==> config.mk <==
export PLATFORM = sky130hd
export DESIGN_NAME = lcd_ctrl
export DESIGN_NICKNAME = d
export VERILOG_FILES = /design/src/rtl/lcd_ctrl.sv
export SDC_FILE = /design/constraint.sdc
export NUM_CORES = 1
export LEC_CHECK = 0
export ABC_AREA = 0
export BUFFER_PORTS_ARGS = -buffer_cell sky130_fd_sc_hd__buf_2
export CAP_MARGIN = 40
export CORE_ASPECT_RATIO = 1.5
export CORE_MARGIN = 4
export CORE_UTILIZATION = 30
export DETAILED_ROUTE_END_ITERATION = 8
export GPL_TIMING_DRIVEN = 1
export SLEW_MARGIN = 20
export SYNTH_ARGS = -nofsm -noshare
export SYNTH_HDL_FRONTEND = slang
export SYNTH_SLANG_ARGS = --single-unit
==> constraint.sdc <==
create_clock -name i_clk -period 2.3 [get_ports i_clk]
set_input_delay 0 -clock i_clk [delete_from_list [all_inputs] [get_ports i_clk]]
set_output_delay 0 -clock i_clk [all_outputs]
set_load 0.005 [all_outputs]
==> src/rtl/lcd_ctrl.sv <==
// lcd_ctrl: write-only character-LCD strobe sequencer fed from a 32-bit core register.
// Define LCD_CTRL_PENDING_EN to add a one-entry request buffer; otherwise busy-time requests are dropped.
module lcd_ctrl #(
    parameter int SETUP_CYC     = 3,
    parameter int PULSE_CYC     = 12,
    parameter int HOLD_CYC      = 3,
    parameter int EXEC_CYC      = 1850,
    parameter int EXEC_LONG_CYC = 76000
) (
    input  logic        i_clk,
    input  logic        i_reset,
    input  logic [31:0] i_lcd_word,
    output logic [7:0]  o_lcd_data,
    output logic        o_lcd_rs,
    output logic        o_lcd_rw,
    output logic        o_lcd_en,
    output logic        o_lcd_on,
    output logic        o_busy,
    output logic        o_overrun
);
    localparam int MAX_SP  = (SETUP_CYC > PULSE_CYC) ? SETUP_CYC : PULSE_CYC;
    localparam int MAX_SPH = (MAX_SP > HOLD_CYC) ? MAX_SP : HOLD_CYC;
    localparam int MAX_EX  = (EXEC_CYC > EXEC_LONG_CYC) ? EXEC_CYC : EXEC_LONG_CYC;
    localparam int MAX_CYC = (MAX_SPH > MAX_EX) ? MAX_SPH : MAX_EX;
    localparam int CNT_W   = $clog2(MAX_CYC + 1);

    typedef logic [CNT_W-1:0] cnt_t;
    typedef enum logic [2:0] {
        ST_IDLE,
        ST_SETUP,
        ST_PULSE,
        ST_HOLD,
        ST_WAIT
    } state_t;

    state_t     state_q, state_d;
    cnt_t       cnt_q, cnt_d;
    logic [7:0] data_q, data_d;
    logic       rs_q, rs_d;
    logic       en_q, en_d;
    logic       on_q, on_d;
    logic       busy_q, busy_d;
    logic       ovr_q, ovr_d;
    logic       go_q, go_d;
    logic       arm_q, arm_d;
    logic       req;
    logic       long_cmd;
`ifdef LCD_CTRL_PENDING_EN
    logic       pend_vld_q, pend_vld_d;
    logic       pend_rs_q, pend_rs_d;
    logic [7:0] pend_data_q, pend_data_d;
`endif

    always_comb begin
        state_d  = state_q;
        cnt_d    = cnt_q;
        data_d   = data_q;
        rs_d     = rs_q;
        ovr_d    = ovr_q;
        go_d     = i_lcd_word[10];
        on_d     = i_lcd_word[31];
        // GO must be seen low once after reset, so a level left high across reset is not a request
        arm_d    = arm_q | ~i_lcd_word[10];
        req      = i_lcd_word[10] & ~go_q & arm_q;
        long_cmd = ~rs_q && ((data_q == 8'h01) || (data_q == 8'h02) || (data_q == 8'h03));
`ifdef LCD_CTRL_PENDING_EN
        pend_vld_d  = pend_vld_q;
        pend_rs_d   = pend_rs_q;
        pend_data_d = pend_data_q;
`endif

        case (state_q)
            ST_IDLE: begin
`ifdef LCD_CTRL_PENDING_EN
                if (pend_vld_q) begin
                    state_d    = ST_SETUP;
                    cnt_d      = cnt_t'(SETUP_CYC - 1);
                    rs_d       = pend_rs_q;
                    data_d     = pend_data_q;
                    pend_vld_d = req;
                    if (req) begin
                        pend_rs_d   = i_lcd_word[9];
                        pend_data_d = i_lcd_word[7:0];
                    end
                end else
`endif
                if (req) begin
                    state_d = ST_SETUP;
                    cnt_d   = cnt_t'(SETUP_CYC - 1);
                    rs_d    = i_lcd_word[9];
                    data_d  = i_lcd_word[7:0];
                end
            end
            ST_SETUP: begin
                if (cnt_q == '0) begin
                    state_d = ST_PULSE;
                    cnt_d   = cnt_t'(PULSE_CYC - 1);
                end else begin
                    cnt_d = cnt_q - 1'b1;
                end
            end
            ST_PULSE: begin
                if (cnt_q == '0) begin
                    state_d = ST_HOLD;
                    cnt_d   = cnt_t'(HOLD_CYC - 1);
                end else begin
                    cnt_d = cnt_q - 1'b1;
                end
            end
            ST_HOLD: begin
                if (cnt_q == '0) begin
                    state_d = ST_WAIT;
                    cnt_d   = long_cmd ? cnt_t'(EXEC_LONG_CYC - 1) : cnt_t'(EXEC_CYC - 1);
                end else begin
                    cnt_d = cnt_q - 1'b1;
                end
            end
            ST_WAIT: begin
                if (cnt_q == '0) begin
                    state_d = ST_IDLE;
                end else begin
                    cnt_d = cnt_q - 1'b1;
                end
            end
            default: begin
                state_d = ST_IDLE;
                cnt_d   = '0;
            end
        endcase

        if (req && (state_q != ST_IDLE)) begin
`ifdef LCD_CTRL_PENDING_EN
            if (!pend_vld_q) begin
                pend_vld_d  = 1'b1;
                pend_rs_d   = i_lcd_word[9];
                pend_data_d = i_lcd_word[7:0];
            end else begin
                ovr_d = 1'b1;
            end
`else
            ovr_d = 1'b1;
`endif
        end

        en_d   = (state_d == ST_PULSE);
        busy_d = (state_d != ST_IDLE);
    end

    always_ff @(posedge i_clk or negedge i_reset) begin
        if (!i_reset) begin
            state_q <= ST_IDLE;
            cnt_q   <= '0;
            data_q  <= 8'h00;
            rs_q    <= 1'b0;
            en_q    <= 1'b0;
            on_q    <= 1'b0;
            busy_q  <= 1'b0;
            ovr_q   <= 1'b0;
            go_q    <= 1'b0;
            arm_q   <= 1'b0;
`ifdef LCD_CTRL_PENDING_EN
            pend_vld_q  <= 1'b0;
            pend_rs_q   <= 1'b0;
            pend_data_q <= 8'h00;
`endif
        end else begin
            state_q <= state_d;
            cnt_q   <= cnt_d;
            data_q  <= data_d;
            rs_q    <= rs_d;
            en_q    <= en_d;
            on_q    <= on_d;
            busy_q  <= busy_d;
            ovr_q   <= ovr_d;
            go_q    <= go_d;
            arm_q   <= arm_d;
`ifdef LCD_CTRL_PENDING_EN
            pend_vld_q  <= pend_vld_d;
            pend_rs_q   <= pend_rs_d;
            pend_data_q <= pend_data_d;
`endif
        end
    end

    assign o_lcd_data = data_q;
    assign o_lcd_rs   = rs_q;
    assign o_lcd_rw   = 1'b0;
    assign o_lcd_en   = en_q;
    assign o_lcd_on   = on_q;
    assign o_busy     = busy_q;
    assign o_overrun  = ovr_q;

endmodule
# Word-level counts from Yosys, hierarchy flattened
# Index checks and enable logic that the tools add are counted.
# Widths: inputs -> output; s select.
# totals
register_bits	35
latch_bits	0
ram_bits	0
rom_bits	0
inputBits	34
out_inout_bits	14
n_memories	0
# classes
add_sub_neg	1
mul	0
n_div	0
magnitude_cmp	0
n_eq_ne	10
n_shift	0
n_mux	13
n_bitwise	6
reduce_logical	10
# op_table
operator	n
$mux 17	6
$pmux 17 s5	1
$logic_not 17->1	1
$sub 17x1->17 const B	1
$eq 8x2->1 const B	2
$mux 3	5
$pmux 3 s5	1
$eq 3x2->1 const B	3
$eq 8x1->1 const B	1
$reduce_bool 3->1	2
$ne 2x2->1 const B	2
$reduce_and 2->1	2
$eq 3x1->1 const B	1
$eq 3x3->1 const B	1
$logic_not 3->1	1
$not 1->1	3
$and 1x1->1	2
$logic_and 1x1->1	2
$logic_or 1x1->1	2
$or 1x1->1	1

# Longest topological paths before layout
# depth
word_depth	7
mapped_depth	9

# Worst setup path after synthesis
# Ideal clock, no wire load.
# synth_path
path_type	flip-flop to flip-flop
startpoint	register cnt_q[0]
endpoint	register cnt_q[12]
setup_ns	0.127
arrival_ns	2.174
slack_ns	-0.001
path_stages_with_launch	9
path_buffers	1
cell_sequence	dfrtp_1 > inv_1 > ha_1 > or3b_2 > or2_2 > buf_2 > or4_1 > xor2_1 > o21ai_2
# synth_between
elab_chain_len	3
# synth_lines
element	line	text
start, declared	37	cnt_t cnt_q, cnt_d;
start signal, assigned	168	cnt_q <= cnt_d;
$sub 17x1->17 / $logic_not 17->1 (equally long branches)	--	
$mux 17, or another cell as far along	119	if (cnt_q == '0) begin
$pmux 17 s5 / $reduce_and 2->1 (equally long branches)	--	
# Parallel ways exist; a longest one is shown, timed or not. The select of a mux whose other input is x is not followed.
# A chain may end at the register's enable or synchronous reset.

# Final worst setup path
# layout_path
startpoint	register cnt_q[0]
endpoint	register cnt_q[9]
# Same word-level chain as after synthesis.

==> flow_metrics.tcl <==
set metrics [dict create \
    run_status "finished clean" \
    post-cts-setup-buffer-count 0 \
    drc 0 \
    hold_viol 0 \
    io_pins 48 \
    diodes 0 \
    ys_warn_count 0 \
    avgRoutedWirePerCell_um 15.3 \
    worstPathRequired_ns 2.51 \
    synthesis.area_per_instance_um2 9.16 \
    cts_h_tree_lvls 2 \
    place.port_buffers 25 \
    buf_inv_on_cp 0 \
    placer_congestion_estimate 0.814 \
    grt-ovfl-total 0 \
    report.power.total_mw 2.55 \
    fillCellCount 621 \
    power.share.combinational_pct 39.5 \
    yosys_reg_bits 35 \
    grt_antenna_before_repair 0 \
    floorplan.die_area_um2 7920 \
    clk_latency_ns 0.29 \
    crit_path_start_kind "register" \
    worst_path_most_repeated_cell "sky130_fd_sc_hd__or4_1" \
    pre_cts_slack_ns -0.0139 \
    slew_headroom_pct 54.3 \
    number_of_global_route_vias_before_repair 1795 \
    dr.pass1.iters 4 \
    worstSetupEndpointType "register" \
    ys_types 50 \
    p_per_area_nw_per_um2 1040 \
    worst_ir_drop_vdd_mv 0.489 \
    core_area_um2 6260 \
    power_switching_uw 987 \
    drv_cap 0 \
    final_nets 293 \
    dp_hpwl_mm 3.64 \
    clock-root-buffer "sky130_fd_sc_hd__clkbuf_8" \
    critPathMaxFanout 4 \
    num_vias 1789 \
    number_of_enable_flip_flop_cells_after_synthesis 0 \
    setup_viol 0 \
    synth_seq_area_share_pct 44.7 \
    max_slew.worst_pin.slew_ns 0.685 \
    most-common-layout-cells "sky130_fd_sc_hd__dfrtp_1, sky130_fd_sc_hd__buf_2, sky130_fd_sc_hd__nand2_1" \
    asyncSetResetFlopFracSynth_pct 100 \
    grt_pass1_wl_mm 8.67 \
    place_inst 311 \
    initial_core_util_pct 31.3 \
    p_leak_nw 1.08 \
    netlist_instances 214 \
    grt_usage_pct 14.2 \
    clkPwrFrac_pct 17.2 \
    placement_rows 35 \
    worst_path_dominant_cell_family "simple AND/OR/NAND/NOR gates" \
    path_class "reg2reg" \
    internal-power_mw 1.57 \
    cts_tree "yes" \
    relative_area_change_from_synthesis_to_final_layout_pct 24.8 \
    critPathArrivalTime_ns 2.41 \
    setup_slack_ns 0.0964 \
    drt-total-wl_mm 5.07 \
    clock_sinks 35 \
    critical-path-slowest-cell "sky130_fd_sc_hd__or4_1" \
    report.final.slew_viol_count 0 \
    grt_max_degree 36 \
    fin_worst_skew_ns 0.00730 \
    mostFrequentLayoutCell "sky130_fd_sc_hd__dfrtp_1" \
    fmax_ghz 0.454 \
    cp_slowest_stage_delay_ns 0.58 \
    cts_made_buffers 5 \
    layout-drive-gt1-share_pct 26.4 \
    cts_buffer_depth 2 \
    cts.reportedPaths.clkPinSlew_ns 0.07 \
    cells_along_the_critical_path "or4_1, or4_1, or3_1, o31a_1, o21ai_0" \
    detailedRoute.firstIterationViolations 82 \
    synth_top_flop_cell "sky130_fd_sc_hd__dfrtp_1" \
    ant_nets 0 \
    mappedNetlistArea_um2 1960 \
    vias_per_cell 5.39 \
    type_of_the_worst_min_delay_path "in2async" \
    synth_fp_nets 250 \
    die-width_um 74.0 \
    post-route-period-util_pct 95.8 \
    switching_share_pct 38.6 \
    die_height_um 107 \
    final.min_clock_period_ns 2.20 \
    power.share.sequential_pct 43.3 \
    final-instance-count-excl-fill 332 \
]
## worst paths after layout
check | cells past startpoint | from | end | slack, ns
max in group asynchronous | 3 | i_reset | cnt_q[13] | 1.83
hold / removal | 2 | i_reset | cnt_q[0] | 0.07
hold reg to reg | 1 | o_overrun | o_overrun | 0.48
setup / recovery | 5 | cnt_q[0] | cnt_q[9] | 0.1
min in group i_clk | 2 | i_lcd_word[31] | o_lcd_on | 0.36
setup reg to reg | 5 | cnt_q[0] | cnt_q[9] | 0.1
## cell type report
type	instances	area (um2)	share of cell area (%)
multi-input cells	159	1020	41.5
flip-flops and latches	35	876	35.8
repair buffers	50	355	14.5
well taps	74	92.6	3.78
clock buffers	6	72.6	2.97
inverters	6	22.5	0.920
clock inverters	2	12.5	0.511
## per-stage QoR
step | hold WS (ns) | TNS [ns] | cell area [um2] | util [%]
after floorplan | -0.296 | 0 | 1960 | -
after CTS | 0.347 | 0 | 2420 | 38.6
after global placement | 0.109 | 0 | 2210 | 35.3
after global routing | 0.0964 | -0.0110 | 2450 | 39.1
final | 0.0682 | 0 | 2450 | 39.1
after detailed placement | 0.110 | -0.0139 | 2210 | 35.3
## routing by layer
| metal | wire [um] | up-vias | global-route usage [%] |
|---|---|---|---|
| li1 | - | 876 | - |
| met1 | 2090 | 854 | 15.9 |
| met2 | 2690 | 48 | 25.3 |
| met3 | 170 | 11 | 2.63 |
| met4 | 120 | 0 | 6.09 |
| met5 | 0 | - | 0 |
## Yosys cell counts, types with 2 or more instances
cell type                   n  area, um2
sky130_fd_sc_hd__o21ai_0   10       50.1
sky130_fd_sc_hd__nor2_1    13       48.8
sky130_fd_sc_hd__a21oi_1   14       70.1
sky130_fd_sc_hd__o22ai_1    4       25.0
sky130_fd_sc_hd__or4_1      4       30.0
sky130_fd_sc_hd__clkbuf_1  10       37.5
sky130_fd_sc_hd__inv_1      6       22.5
sky130_fd_sc_hd__nand3_1    6       30.0
sky130_fd_sc_hd__a21o_1     3       22.5
sky130_fd_sc_hd__nand3b_1   2       15.0
sky130_fd_sc_hd__o31ai_1    2       15.0
sky130_fd_sc_hd__o32ai_1    3       26.3
sky130_fd_sc_hd__a211oi_1   2       15.0
sky130_fd_sc_hd__a31oi_1    4       25.0
sky130_fd_sc_hd__xor2_1     3       26.3
sky130_fd_sc_hd__clkbuf_2   2       10.0
sky130_fd_sc_hd__o41ai_1    2       17.5
sky130_fd_sc_hd__nand2b_1   4       25.0
sky130_fd_sc_hd__nand4_1    2       12.5
sky130_fd_sc_hd__o31a_1     2       17.5
sky130_fd_sc_hd__o21bai_1   4       30.0
sky130_fd_sc_hd__dfrtp_1   35        876
sky130_fd_sc_hd__or2_2      3       18.8
sky130_fd_sc_hd__or3_1      4       25.0
sky130_fd_sc_hd__nor2b_1    3       18.8
sky130_fd_sc_hd__mux2_2     9        101
sky130_fd_sc_hd__ha_1       2       25.0
sky130_fd_sc_hd__nand2_1   22       82.6
sky130_fd_sc_hd__nor4_1     8       50.1
sky130_fd_sc_hd__nor3_1     5       25.0
sky130_fd_sc_hd__or3b_2     2       17.5
## power groups by stage
stage                     logic (mW)  clock network (mW)  registers (mW)
after floorplan                0.684                   0            1.03
after global placement         0.954                   0            1.10
after detailed placement       0.971                   0            1.10
after CTS                      0.995               0.458            1.09
after global routing            1.14               0.480            1.15
final                           1.01               0.440            1.11
## sequential cells by signal, summed over array words and instances (netlist names)
| register | count |
|---|---|
| arm_q | 1 |
| o_lcd_rs | 1 |
| o_lcd_on | 1 |
| go_q | 1 |
| o_busy | 1 |
| o_overrun | 1 |
| o_lcd_data | 8 |
| cnt_q | 17 |
| o_lcd_en | 1 |
| state_q | 3 |
## cells by family after synthesis
kind of cell	after synthesis	synth area share, %
multiplexers	9	5.17
AND/OR/NAND/NOR	84	22.8
AO/OA/AOI/OAI	59	19.8
XOR/XNOR	4	1.79
buffers and inverters	20	4.21
flip-flops	35	44.7
other	1	0.191
adder cells (fa/ha/maj)	2	1.28
## timing repair
| item | CTS | global route |
|---|---|---|
| setup endpoints to repair | 1 | 7 |
| endpoints found under the hold margin | 47 | 0 |
| resized for setup | 1 | 5 |
| gates cloned | 0 | 0 |
| pin swaps | 0 | 0 |
| hold buffers | 12 | 0 |
Note: power is estimated with default switching activity, not from simulation.
